[config.mk]
export PLATFORM = sky130hd
export DESIGN_NAME = matrix_load_sequencer
export DESIGN_NICKNAME = d
export VERILOG_FILES = /design/src/rtl/matrix_load_pkg.sv /design/src/rtl/mls_row_counter.sv /design/src/rtl/matrix_load_sequencer.sv
export SDC_FILE = /design/constraint.sdc
export NUM_CORES = 1
export LEC_CHECK = 0
export ABC_AREA = 1
export BUFFER_PORTS_ARGS = -buffer_cell sky130_fd_sc_hd__buf_2
export CELL_PAD_IN_SITES_DETAIL_PLACEMENT = 0
export CELL_PAD_IN_SITES_GLOBAL_PLACEMENT = 1
export CORE_MARGIN = 1
export CORE_UTILIZATION = 43
export CTS_CLUSTER_SIZE = 20
export DETAILED_ROUTE_END_ITERATION = 16
export GPL_TIMING_DRIVEN = 0
export PLACE_DENSITY = 0.86
export SYNTH_ARGS = -nofsm -noshare
export SYNTH_HDL_FRONTEND = slang
export SYNTH_HIERARCHICAL = 1
export SYNTH_SLANG_ARGS = --single-unit
export TNS_END_PERCENT = 1
[constraint.sdc]
create_clock -name clk_clk -period 15.4 [get_ports clk_clk]
set_clock_uncertainty 0.2 [all_clocks]
set_input_delay 2.31 -clock clk_clk [delete_from_list [all_inputs] [get_ports clk_clk]]
set_output_delay 2.31 -clock clk_clk [all_outputs]
set_load 0.02 [all_outputs]
[src/rtl/matrix_load_pkg.sv]
// Shared types and helpers for the matrix load sequencer: FSM state encoding,
// channel-index width calculation and the next-non-empty-channel search.
package matrix_load_pkg;

  typedef enum logic [1:0] {
    IDLE   = 2'd0,
    LOAD   = 2'd1,
    LOCRST = 2'd2,
    RUN    = 2'd3
  } state_t;

  localparam int MAX_CH = 32;

  function automatic int clog2(input int n);
    int w;
    w = 1;
    for (int i = 1; i < 31; i++) begin
      if ((1 << i) < n) w = i + 1;
    end
    return w;
  endfunction

  // Lowest channel index >= from whose mask bit is set, or -1 when none remains.
  function automatic int next_nonempty_ch(input logic [MAX_CH-1:0] mask, input int from);
    int r;
    r = -1;
    for (int i = MAX_CH - 1; i >= 0; i--) begin
      if (mask[i] && (i >= from)) r = i;
    end
    return r;
  endfunction

endpackage

[src/rtl/mls_row_counter.sv]
// Layer/row position counter for one channel; rows wrap into layers and o_last
// flags the final row of the final layer for the currently selected channel.
module mls_row_counter #(
  parameter int CNT_W = 16
) (
  input  logic             clk,
  input  logic             rst,
  input  logic             i_clr,
  input  logic             i_adv,
  input  logic [CNT_W-1:0] i_layers,
  input  logic [CNT_W-1:0] i_rows,
  output logic [CNT_W-1:0] o_layer,
  output logic [CNT_W-1:0] o_row,
  output logic             o_last
);

  localparam logic [CNT_W-1:0] ONE = CNT_W'(1);

  logic [CNT_W-1:0] r_layer;
  logic [CNT_W-1:0] r_row;
  logic             w_row_wrap;
  logic             w_layer_wrap;

  assign w_row_wrap   = (r_row == i_rows - ONE);
  assign w_layer_wrap = (r_layer == i_layers - ONE);

  always_ff @(posedge clk or posedge rst) begin
    if (rst) begin
      r_layer <= '0;
      r_row   <= '0;
    end else if (i_clr) begin
      r_layer <= '0;
      r_row   <= '0;
    end else if (i_adv) begin
      if (w_row_wrap) begin
        r_row   <= '0;
        r_layer <= w_layer_wrap ? '0 : r_layer + ONE;
      end else begin
        r_row <= r_row + ONE;
      end
    end
  end

  assign o_layer = r_layer;
  assign o_row   = r_row;
  assign o_last  = w_row_wrap & w_layer_wrap;

endmodule

[src/rtl/matrix_load_sequencer.sv]
// Streams packed rows into NUM_CH storage write ports in channel order, then
// pulses the storage locator reset and holds controller enable until stopped.
module matrix_load_sequencer
  import matrix_load_pkg::*;
#(
  parameter int NUM_CH        = 4,
  parameter int ELEM_W        = 16,
  parameter int ELEMS_PER_ROW = 3,
  parameter int IDX_W         = 32,
  parameter int CNT_W         = 16
) (
  input  logic                            clk_clk,
  input  logic                            reset_reset,
  input  logic [NUM_CH*CNT_W-1:0]         cfg_layers,
  input  logic [NUM_CH*CNT_W-1:0]         cfg_rows,
  input  logic                            start,
  input  logic                            stop,
  input  logic                            s_valid,
  output logic                            s_ready,
  input  logic [ELEM_W*ELEMS_PER_ROW-1:0] s_data,
  output logic [ELEM_W*ELEMS_PER_ROW-1:0] wr_data,
  output logic [IDX_W-1:0]                wr_layer_index,
  output logic [IDX_W-1:0]                wr_row_index,
  output logic [NUM_CH-1:0]               wr_is_write,
  output logic                            locator_reset,
  output logic                            controller_enable,
  output logic                            busy,
  output logic                            done
);

  localparam int RW   = ELEM_W * ELEMS_PER_ROW;
  localparam int CH_W = clog2(NUM_CH);

  state_t                   r_state, w_state_nxt;
  logic [CH_W-1:0]          r_ch, w_ch_nxt;
  logic [NUM_CH*CNT_W-1:0]  r_cfg_layers, r_cfg_rows;
  logic                     w_cfg_load;
  logic [MAX_CH-1:0]        w_mask_cfg, w_mask_in;
  int                       w_first, w_next;
  logic                     w_accept, w_cnt_clr, w_cnt_last;
  logic [CNT_W-1:0]         w_cur_layers, w_cur_rows, w_layer, w_row;
  logic [RW-1:0]            r_wr_data;
  logic [IDX_W-1:0]         r_wr_layer, r_wr_row;
  logic [NUM_CH-1:0]        r_wr_is_write;
  logic                     r_locator_reset, r_ctrl_en, r_done;

  assign s_ready  = (r_state == LOAD);
  assign w_accept = s_valid & s_ready;

  // A channel is non-empty only if both its layer and row counts are non-zero.
  always_comb begin
    w_mask_cfg = '0;
    w_mask_in  = '0;
    for (int c = 0; c < NUM_CH; c++) begin
      w_mask_cfg[c] = (r_cfg_layers[c*CNT_W +: CNT_W] != '0) && (r_cfg_rows[c*CNT_W +: CNT_W] != '0);
      w_mask_in[c]  = (cfg_layers[c*CNT_W +: CNT_W] != '0) && (cfg_rows[c*CNT_W +: CNT_W] != '0);
    end
  end

  assign w_first      = next_nonempty_ch(w_mask_in, 0);
  assign w_next       = next_nonempty_ch(w_mask_cfg, int'(r_ch) + 1);
  assign w_cur_layers = r_cfg_layers[r_ch*CNT_W +: CNT_W];
  assign w_cur_rows   = r_cfg_rows[r_ch*CNT_W +: CNT_W];
  assign w_cnt_clr    = (r_state != LOAD) || stop || (w_accept && w_cnt_last);

  mls_row_counter #(.CNT_W(CNT_W)) u_cnt (
    .clk      (clk_clk),
    .rst      (reset_reset),
    .i_clr    (w_cnt_clr),
    .i_adv    (w_accept),
    .i_layers (w_cur_layers),
    .i_rows   (w_cur_rows),
    .o_layer  (w_layer),
    .o_row    (w_row),
    .o_last   (w_cnt_last)
  );

  always_comb begin
    w_state_nxt = r_state;
    w_ch_nxt    = r_ch;
    w_cfg_load  = 1'b0;
    unique case (r_state)
      IDLE: begin
        if (start) begin
          w_cfg_load = 1'b1;
          if (w_first >= 0) begin
            w_state_nxt = LOAD;
            w_ch_nxt    = CH_W'(w_first);
          end else begin
            w_state_nxt = LOCRST;
          end
        end
      end
      LOAD: begin
        if (w_accept && w_cnt_last) begin
          if (w_next >= 0) w_ch_nxt = CH_W'(w_next);
          else             w_state_nxt = LOCRST;
        end
      end
      LOCRST:  w_state_nxt = RUN;
      RUN:     w_state_nxt = RUN;
    endcase
    // Stop overrides everything, including a same-cycle start.
    if (stop) begin
      w_state_nxt = IDLE;
      w_ch_nxt    = '0;
      w_cfg_load  = 1'b0;
    end
  end

  always_ff @(posedge clk_clk or posedge reset_reset) begin
    if (reset_reset) begin
      r_state         <= IDLE;
      r_ch            <= '0;
      r_cfg_layers    <= '0;
      r_cfg_rows      <= '0;
      r_wr_data       <= '0;
      r_wr_layer      <= '0;
      r_wr_row        <= '0;
      r_wr_is_write   <= '0;
      r_locator_reset <= 1'b0;
      r_ctrl_en       <= 1'b0;
      r_done          <= 1'b0;
    end else begin
      r_state <= w_state_nxt;
      r_ch    <= w_ch_nxt;
      if (w_cfg_load) begin
        r_cfg_layers <= cfg_layers;
        r_cfg_rows   <= cfg_rows;
      end
      r_wr_is_write <= w_accept ? (NUM_CH'(1) << r_ch) : '0;
      if (w_accept) begin
        r_wr_data  <= s_data;
        r_wr_layer <= IDX_W'(w_layer);
        r_wr_row   <= IDX_W'(w_row);
      end
      // Locator reset lands one cycle after LOCRST so it follows the final write strobe.
      r_locator_reset <= (r_state == LOCRST) && !stop;
      r_ctrl_en       <= (r_state == RUN) && !stop;
      r_done          <= (r_state == RUN) && !stop && !r_ctrl_en;
    end
  end

  assign wr_data           = r_wr_data;
  assign wr_layer_index    = r_wr_layer;
  assign wr_row_index      = r_wr_row;
  assign wr_is_write       = r_wr_is_write;
  assign locator_reset     = r_locator_reset;
  assign controller_enable = r_ctrl_en;
  assign done              = r_done;
  assign busy              = (r_state == LOAD) || (r_state == LOCRST);

endmodule

* Word-level counts from Yosys, hierarchy flattened
Cells that the tools add are included.
** Storage, ports and cells
- Bits of input ports :: 181
- Word-level logic and storage cells :: 116
- Latch bits :: 0
- Memories :: 0
- Bits in read-only memories :: 0
- RAM bits :: 0
- Flip-flop bits (word level) :: 251
** Cells by class
- $mul :: 0
- Shifts and indexed selects :: 3
- Add/sub/neg operators :: 5
- Mux-type cells :: 31
- Magnitude comparators :: 6
- Bitwise gates (word level) :: 2
- Reductions and logical operators :: 45
- Divide/modulo/power cells :: 0
- Equality and inequality tests :: 11
** Operators by type and width (number)
- 2-to-1 mux 32 bit :: 8
- nonzero test 16 bit :: 16
- indexed part select 64 x 7 -> 16 bit :: 2
- 2-to-1 mux 16 bit :: 7
- greater-or-equal comparator 32 x 1 -> 1 bit, second input constant :: 2
- adder 16 x 1 -> 16 bit, second input constant :: 2
- == test 16 bit :: 2
- subtractor 16 x 1 -> 16 bit, second input constant :: 2
- 2-to-1 mux 2 bit :: 10
- logical AND 1 bit :: 16
- inequality test 3 bit, second input constant :: 3
- greater-or-equal comparator 1 x 3 -> 1 bit, first input constant :: 2
- greater-or-equal comparator 2 x 3 -> 1 bit, first input constant :: 2
- inequality test 3 x 2 -> 1 bit, second input constant :: 2
- one-hot mux 2 bit (3 select lines) :: 1
- AND reduction 5 bit :: 1
- == test 2 bit, second input constant :: 2
- 2-to-1 mux 4 bit :: 1
- one-hot mux 2 bit (2 select lines) :: 1
- nonzero test 2 bit :: 2
- << shifter 1 x 2 -> 4 bit, first input constant :: 1
- adder 2 x 1 -> 3 bit, second input constant :: 1
- logical OR 1 bit :: 3
- 2-to-1 mux 1 bit :: 3
- other kinds (9) :: 11

* Longest topological paths before layout
Gate-level depths: netlist of the first run.
- Word-level depth :: 12
- Mapped depth :: 32
- Depth with buffers taken out :: 30

* Modules after synthesis
Netlist of the first run, hierarchy kept.
** By module, submodules not included
- matrix_load_sequencer :: area each 10387.5 µm², cells an instance 1152, instances 1
- mls_row_counter :: area each 3534.6 µm², cells an instance 623, instances 1

* Worst setup path after synthesis of the first run
Ideal clock, no wire load.
- Path kind :: input to register
- From :: in s_valid
- To :: reg u_cnt.r_row[14] (netlist: u_cnt/o_row[14])
- Slack :: 11079 ps
- Data required time :: 15079 ps
- Buffers on the path :: 1
- Setup time :: 121 ps
- Cell stages on the path :: 13
- Arrival time :: 4000 ps
- Path through :: nand2_1 -> inv_2 -> clkbuf_1 -> nor2_1 -> nor2_1 -> nand3_1 -> nor2_1 -> nand4_1 -> nand3b_1 -> nor2_1 -> nand3_1 -> nand2_1 -> nor2_1
** Between the ends
- Longest elaborated chain between the ends :: 4
** Ends and longest elaborated chain
- start, declared :: line matrix_load_sequencer.sv:18 : input logic s_valid,
- bitwise AND 1 bit (*) :: line matrix_load_sequencer.sv:48 : assign w_accept = s_valid & s_ready;
- via w_accept :: line matrix_load_sequencer.sv:40 : logic w_accept, w_cnt_clr, w_cnt_last;
- logical AND 1 bit :: line matrix_load_sequencer.sv:64 : assign w_cnt_clr = (r_state != LOAD) || stop || (w_accept && w_cnt_last);
- logical OR 1 bit :: line matrix_load_sequencer.sv:64
- 2-to-1 mux 16 bit / nonzero test 2 bit (equally long branches)
- end signal, assigned :: line mls_row_counter.sv:39 : r_row <= r_row + ONE;
- end, declared :: line mls_row_counter.sv:20 : logic [CNT_W-1:0] r_row;
Mark *: on every way through the listed nets, which the timed path passes. The rest lies on a longest branch.
A chain may end at the register's enable or synchronous reset.

* Final worst setup path of the first run
- From :: reg r_ch[1]
- To :: reg u_cnt.r_row[14] (netlist: u_cnt/o_row[14])
** Between the ends
- Longest elaborated chain between the ends :: 7
** Ends and longest elaborated chain
- start, declared :: line matrix_load_sequencer.sv:35 : logic [CH_W-1:0] r_ch, w_ch_nxt;
- start signal, assigned :: line matrix_load_sequencer.sv:126 : r_ch <= w_ch_nxt;
- indexed part select 64 x 7 -> 16 bit (*) :: line matrix_load_sequencer.sv:63 : assign w_cur_rows = r_cfg_rows[r_ch*CNT_W +: CNT_W];
- via w_cur_rows[0] :: line matrix_load_sequencer.sv:41 : logic [CNT_W-1:0] w_cur_layers, w_cur_rows, w_layer, w_row;
- subtractor 16 x 1 -> 16 bit (*) :: line mls_row_counter.sv:24 : assign w_row_wrap = (r_row == i_rows - ONE);
- == test 16 bit (*) :: line mls_row_counter.sv:24
- bitwise AND 1 bit (*) :: line mls_row_counter.sv:46 : assign o_last = w_row_wrap & w_layer_wrap;
- via w_cnt_last :: line matrix_load_sequencer.sv:40
- logical AND 1 bit (*) :: line matrix_load_sequencer.sv:64
- logical OR 1 bit (*) :: line matrix_load_sequencer.sv:64
- via w_cnt_clr :: line matrix_load_sequencer.sv:40
- 2-to-1 mux 16 bit / nonzero test 2 bit (equally long branches)
Mark *: on every way through the listed nets, which the timed path passes. The rest lies on a longest branch. The select of a mux whose other input is x is not followed.

==> reports/metrics.csv, run 1 <==
stage,metric,value,unit
status,outcome,"finished, final reports clean",
global_route,grt_util_all_layers,23.9,%
power_and_ir_drop,power,0.00317,W
sta,whs,262,ps
global_route,globalRouteMet2Util,39.6,%
sta,setup_viol_count_final,0,
sta,rsz0062_at_grt,no,
global_route,use_met3,3.55,%
clock_network,clk_latency,550,ps
clock_network,clockBufferDepth,3,
critical_path,path_delay_family,simple AND/OR/NAND/NOR gates,
clock_network,htree_levels,1,
route,drc,0,
finish,syn_to_final_growth,21.6,%
critical_path,path_max_fanout,10,
clock_network,postCtsSetupRepairBufs,0,
placed_design,portBuffers,268,
critical_path,cpMaxStageDelayCell,nor2_1,
clock_network,clk_pin_slew,60,ps
critical_path,worstPathRequired,15670,ps
finish,n_antenna_cell,0,
sta,timing.fmax,184,MHz
sta,finalWorstSetupSlack,9980,ps
synth,yosys.cell_types.count,38,
finish,layout.nets,2297,
sta,worstMarginPinSlew,914,ps
clock_network,cts_tree,built,
synth,syn_area,13900,um2
synth,syn-instance-count,1775,
die,die_h,182,um
global_route,antenna_found_initial,0,
route,ant_nets,0,
placed_design,pre_cts_ws,10030,ps
sta,slew_viol_final,0,
critical_path,r2r-start,r_ch[1]$_DFFE_PP0P_,
flow_run,cap_violations,0,
synth,ys_seq_elements,251,
sta,fin_crit_sh,35.2,%
critical_path,r2r_end,u_cnt/o_row[14]$_DFFE_PP0P_,
clock_network,ctsHoldBuffers,0,
placed_design,place.gp.congestion,0.896,
global_route,overflow,0,
global_route,grt_pass1_wl,62.8,mm
synth,ys_seq_area_share,45.1,%
route,drt_iter0_markers,717,
die,io_pins,302,
global_route,use_met1,32.2,%
route,vias,12700,
sta,tns,0,ps
die,core_area,31700,um2
placed_design,post-dp-hpwl,31.5,mm
route,routed_wl,39.7,mm
synth,ys.flop_type,dfrtp_1,
critical_path,critical_path_class,reg -> reg,
synth,postSynthAreaPerCell,7.84,um2
clock_network,clock_sinks,251,
critical_path,slowest_delay,410,ps
synth,synth_top_area_share,45.1,%
hold_path,worstHoldStart,u_cnt/o_layer[4]$_DFFE_PP0P_,
route,wl_per_cell,15.7,um
critical_path,startpoint_type,flip-flop,
finish,nFillCells,3094,
die,die-area,33100,um2
die,die_x,182,um
synth,synth_area_leader_cell,dfrtp_1,
critical_path,critPathCaptureType,flip-flop,
critical_path,worstPathArrival,5690,ps
clock_network,cts_buffers,28,
synth,ys_warn_count,6,
synth,async_flop_share,100,%
route,via_per_inst,5.00,
power_and_ir_drop,ir_worst_vdd,0.0956,mV
global_route,grt_pass1_vias,12100,
sta,hold_violations,0,
critical_path,reg2regPathDepth,28,
finish,final_cells,2531,
hold_path,hold-path-cell-count,2,
die,start_util,43.9,%
critical_path,r2r_setup_slack,9980,ps
hold_path,min_to,wr_layer_index[4]$_DFFE_PP0P_,
route,drtPass1Iterations,5,
power_and_ir_drop,power_density,187,nW/um2
synth,synth_edf_count,0,
critical_path,cp_num_buf_inv,3,
power_and_ir_drop,power_leakage,9.00,nW
finish,drive_gt1_share,22.9,%
die,num_rows,65,
global_route,grt_max_degree,120,
hold_path,min_path_type,reg -> reg,
global_route,grt_most_used_layer,met2,
sta,slew_headroom,39.1,%
synth,synth.area.top_cells,"dfrtp_1, nand2_1, nor2_1, nand3_1, mux2_4",
sta,period_needed,5420,ps
clock_network,cts_resized,0,
placed_design,placed_cells,2478,
clock_network,cts-root-buf,clkbuf_16,
critical_path,path_common_cell,nor2_1,
-- sequential cells by signal (all words and copies together) (netlist names) --
name,count
wr_layer_index,16
done,1
wr_row_index,16
r_cfg_rows,64
u_cnt/o_layer,16
wr_data,48
controller_enable,1
r_ch,2
locator_reset,1
r_state,2
r_cfg_layers,64
wr_is_write,4
u_cnt/o_row,16
-- routing by layer --
layer  share of wire [%]  routed length, um  up-vias
li1                    -                  -     6271
met1                  46              18100     5843
met2                  45              17800      472
met3                 6.6               2630       69
met4                 3.1               1240        0
met5                   0                  0        -
-- worst max-delay path by stage --
stage / from / endpoint / slack [ps] / cells after the start
after floorplan: reset_reset / controller_enable$_DFF_PP0_ / 6900 / 1
after global placement: reset_reset / r_cfg_layers[24]$_DFFE_PP0P_ / 4470 / 2
after detailed placement: r_ch[0]$_DFFE_PP0P_ / u_cnt/o_row[14]$_DFFE_PP0P_ / 10030 / 29
after CTS: r_ch[0]$_DFFE_PP0P_ / u_cnt/o_row[14]$_DFFE_PP0P_ / 9990 / 29
after global routing: r_ch[1]$_DFFE_PP0P_ / u_cnt/o_row[14]$_DFFE_PP0P_ / 9600 / 28
final: r_ch[1]$_DFFE_PP0P_ / u_cnt/o_row[14]$_DFFE_PP0P_ / 9980 / 28
-- through the flow --
step           util [%]  cell area [um2]
2_1_floorplan         -            14000
4_1_cts            53.3            16900
3_3_place_gp       50.1            15900
6_report           53.4            16900
3_5_place_dp       50.3            15900
5_1_grt            53.4            16900
-- worst reg2reg max path, delay by kind of cell (launching register included) --
family | cells | cell delay [ps]
compound gates | 4 | 660
xor+xnor | 1 | 130
fa+ha+maj | 1 | 360
buf+inv | 3 | 730
flops | 1 | 390
simple gates | 19 | 2890
-- kinds of logic (layout without fill, tap and decap cells) --
family / count (synthesis) / after routing / share of synthesized area, %
AOI/OAI and AO/OA: 146 / 146 / 6.36
xor gates and xnor gates: 34 / 34 / 2.14
adders and majority gates: 9 / 9 / 0.809
buffers and inverters: 249 / 572 / 8.40
DFF: 251 / 251 / 45.1
muxes: 80 / 80 / 7.60
other: 1 / 32 / 0.0269
and+or+nand+nor: 1005 / 1005 / 29.5
-- placed cells by master, fill, tap and decap left out, types with 36 or more instances in the layout --
cell     synthesis  final
nor2_1         242    242
o21ai_0         46     46
buf_4           36     36
mux2_4          42     42
dfrtp_1        251    251
a21oi_1         41     41
mux2_2          38     38
buf_2           20    288
nand2_1        565    565
inv_1          148    146
nand3_1        137    137
-- synth_stat cells (3+ instances only) --
master / count
o221ai_1: 6
buf_6: 10
o21bai_1: 5
nor2_1: 242
nor2_4: 3
dfrtp_1: 251
nor3_1: 9
xnor2_1: 10
nand4_1: 18
nand2_1: 565
nor2_2: 9
nand3_1: 137
mux2_4: 42
inv_1: 148
o21ai_0: 46
clkbuf_1: 28
buf_4: 36
buf_2: 20
xor2_1: 24
a22oi_1: 32
o211ai_1: 13
buf_1: 6
ha_1: 9
mux2_2: 38
nand3b_1: 10
nand2_2: 4
a21oi_1: 41
-- power breakdown --
part | internal, W | switching, W | leakage, nW
Clock | 0.000413 | 0.000276 | 0.472
Combinational | 0.000538 | 0.000880 | 5.38
Sequential | 0.000895 | 0.000163 | 3.15
Total | 0.00185 | 0.00132 | 9.00
-- layout make-up --
class / count / area, um2 / share of cell area [%]
Sequential cell: 251 / 6280 / 37.1
Inverter: 149 / 567 / 3.35
Timing Repair Buffer: 271 / 1420 / 8.37
Clock inverter: 16 / 170 / 1.01
Clock buffer: 36 / 792 / 4.68
Multi-Input combinational cell: 1306 / 6590 / 38.9
Buffer: 100 / 611 / 3.61
Tap cell: 402 / 503 / 2.97
No activity file was read; power rests on OpenSTA's default activity.
==> run 2, diff against run 1 <==
- CORE_UTILIZATION: 43 -> 40
- PLACE_DENSITY: 0.86 -> 0.8
- clock period: 15.4 -> 5.4 ns (I/O delays scaled with it)
==> run 2 against run 1 <==
- critical path depth is the same
- maximum frequency grew 12%
- sequential share of layout area shrank 0.35 points
- die area grew 7.4%
- critical endpoint unchanged
- largest power group unchanged
==> reports/metrics.csv, run 2 (synthesized netlist as in run 1, its figures left out) <==
stage,metric,value,unit,change
placed_design,pre_cts_ws,-25.2,ps,-10060 ps
finish,n_antenna_cell,0,,unchanged
critical_path,r2r_setup_slack,540,ps,-9440 ps
sta,worstMarginPinSlew,819,ps,-95.1 ps
sta,slew_headroom,45.4,%,+6.3 points
finish,layout.nets,2304,,+0.30%
clock_network,htree_levels,1,,unchanged
critical_path,cpMaxStageDelayCell,dfrtp_1,,
finish,final_cells,2581,,+2.0%
critical_path,startpoint_type,flip-flop,,
finish,drive_gt1_share,23.3,%,+0.47 points
die,num_rows,67,,+3.1%
global_route,overflow,0,,unchanged
clock_network,clk_pin_slew,60,ps,about the same
sta,slew_viol_final,0,,unchanged
hold_path,min_path_type,reg -> reg,,
finish,final_cell_mix,"nand2_1, buf_2, dfrtp_1, nor2_1, inv_1",,
route,routed_wl,40.5,mm,+1.9%
die,die-area,35600,um2,+7.4%
sta,whs,262,ps,-0.127 ps
power_and_ir_drop,power_density,528,nW/um2,+180%
route,drt_iter0_markers,666,,-7.1%
clock_network,cts_tree,built,,
clock_network,cts-root-buf,clkbuf_16,,
route,via_per_inst,4.86,,-2.8%
route,ant_nets,0,,unchanged
critical_path,worstPathArrival,5070,ps,-620 ps
global_route,grt_max_degree,44,,-63%
die,die_h,189,um,+3.6%
clock_network,clk_latency,560,ps,about the same
flow_run,cap_violations,0,,unchanged
power_and_ir_drop,power_leakage,9.04,nW,+0.47%
critical_path,slowest_delay,360,ps,-50 ps
status,outcome,"finished, final reports clean",,
critical_path,path_common_cell,nor2_1,,
placed_design,place.gp.congestion,0.886,,-1.1%
critical_path,path_max_fanout,10,,unchanged
hold_path,worstHoldStart,u_cnt/o_layer[7]$_DFFE_PP0P_,,
sta,hold_violations,0,,unchanged
die,die_x,189,um,+3.6%
route,drc,0,,unchanged
die,io_pins,302,,unchanged
route,wl_per_cell,15.7,um,about the same
sta,fin_crit_sh,90.0,%,+55 points
global_route,grt_pass1_wl,64.4,mm,+2.5%
finish,syn_to_final_growth,22.7,%,
sta,timing.fmax,206,MHz,+12%
global_route,grt_util_all_layers,22.7,%,-1.2 points
power_and_ir_drop,ir_worst_vdd,0.287,mV,+200%
critical_path,r2r_end,u_cnt/o_row[14]$_DFFE_PP0P_,,
route,drtPass1Iterations,5,,unchanged
hold_path,hold-path-cell-count,2,,unchanged
critical_path,critical_path_class,reg -> reg,,
placed_design,portBuffers,268,,unchanged
critical_path,r2r-start,r_ch[0]$_DFFE_PP0P_,,
hold_path,min_to,wr_layer_index[7]$_DFFE_PP0P_,,
critical_path,reg2regPathDepth,28,,unchanged
clock_network,clockBufferDepth,3,,unchanged
route,vias,12500,,-0.85%
sta,finalWorstSetupSlack,541,ps,-9440 ps
critical_path,critPathCaptureType,flip-flop,,
global_route,grt_pass1_vias,12200,,+0.94%
placed_design,placed_cells,2528,,+2.0%
critical_path,worstPathRequired,5610,ps,-10060 ps
clock_network,clock_sinks,251,,unchanged
die,core_area,33900,um2,+6.8%
sta,period_needed,4860,ps,-564 ps
clock_network,cts_buffers,28,,unchanged
placed_design,post-dp-hpwl,32.4,mm,+2.6%
die,start_util,41.1,%,-2.8 points
sta,setup_viol_count_final,0,,unchanged
finish,final_common_cell,nand2_1,,
global_route,antenna_found_initial,0,,unchanged
-- run 2: changes by cell type in the layout (fill, tap and decap cells not counted), sizes merged --
cell / delta
dlygate4sd3: +1
bufinv: -1
clkbuf: +6
clkinv: -4
buf: +4
clkinvlp: -2
-- run 2: metal layers --
metal  up-vias  track usage, %  share of wire, %
li1       6289               -                 -
met1      5774            31.3                46
met2       436            37.7                45
met3        49            3.04               5.9
met4         0            5.18               2.3
met5         -               0                 0
-- run 2: worst max path at each step --
stage	start	endpoint	slack (ps)
after floorplan	r_ch[0]$_DFFE_PP0P_	u_cnt/o_row[14]$_DFFE_PP0P_	1310
after global placement	r_ch[0]$_DFFE_PP0P_	u_cnt/o_row[14]$_DFFE_PP0P_	30
after detailed placement	r_ch[1]$_DFFE_PP0P_	u_cnt/o_row[14]$_DFFE_PP0P_	-30
after CTS	r_ch[1]$_DFFE_PP0P_	u_cnt/o_row[14]$_DFFE_PP0P_	30
after global routing	r_ch[1]$_DFFE_PP0P_	u_cnt/o_row[14]$_DFFE_PP0P_	-20
final	r_ch[0]$_DFFE_PP0P_	u_cnt/o_row[14]$_DFFE_PP0P_	540
-- run 2: power breakdown --
part	leakage, nW	internal, W	switching, W	total [W]
clock	0.466	0.00115	0.000764	0.00192
sequential	3.15	0.00255	0.000471	0.00302
combinational	5.43	0.00157	0.00252	0.00409
-- run 2: final cells by class --
class | instances | area [um2]
fillers | 3392 | 16800
clock inverters | 9 | 110
clock buffers | 40 | 826
plain buffers | 99 | 614
well taps | 448 | 561
multi-input cells | 1306 | 6630
inverters | 149 | 563
flip-flops and latches | 251 | 6280
repair buffers | 279 | 1510
-- run 2: worst max-delay path, delay by kind of cell (launching register included) --
| kind | cells | cell delay (ps) |
|---|---|---|
| simple gates | 18 | 2400 |
| fa+ha+maj | 1 | 320 |
| compound gates | 4 | 570 |
| xor+xnor | 1 | 130 |
| buf+inv | 4 | 730 |
| flops | 1 | 360 |
-- run 2: repair_timing --
action | in CTS | in global routing
gates resized for setup | 2 | 14
hold buffers | 1 | 0
pin swaps | 0 | 3
setup endpoints to repair | 1 | 3
setup buffers | 0 | 3
hold endpoints to repair | 1 | 0
-- run 2: per-stage QoR --
step	instance area [um2]	setup TNS [ps]	power (W)	util, %
after CTS	17000	0	0.00902	50.2
after detailed placement	16100	-25.2	0.00706	47.4
after floorplan	14000	0	0.00587	-
final	17100	0	0.00902	50.5
after global placement	15900	0	0.00697	47.1
after global routing	17100	-18.7	0.00970	50.5
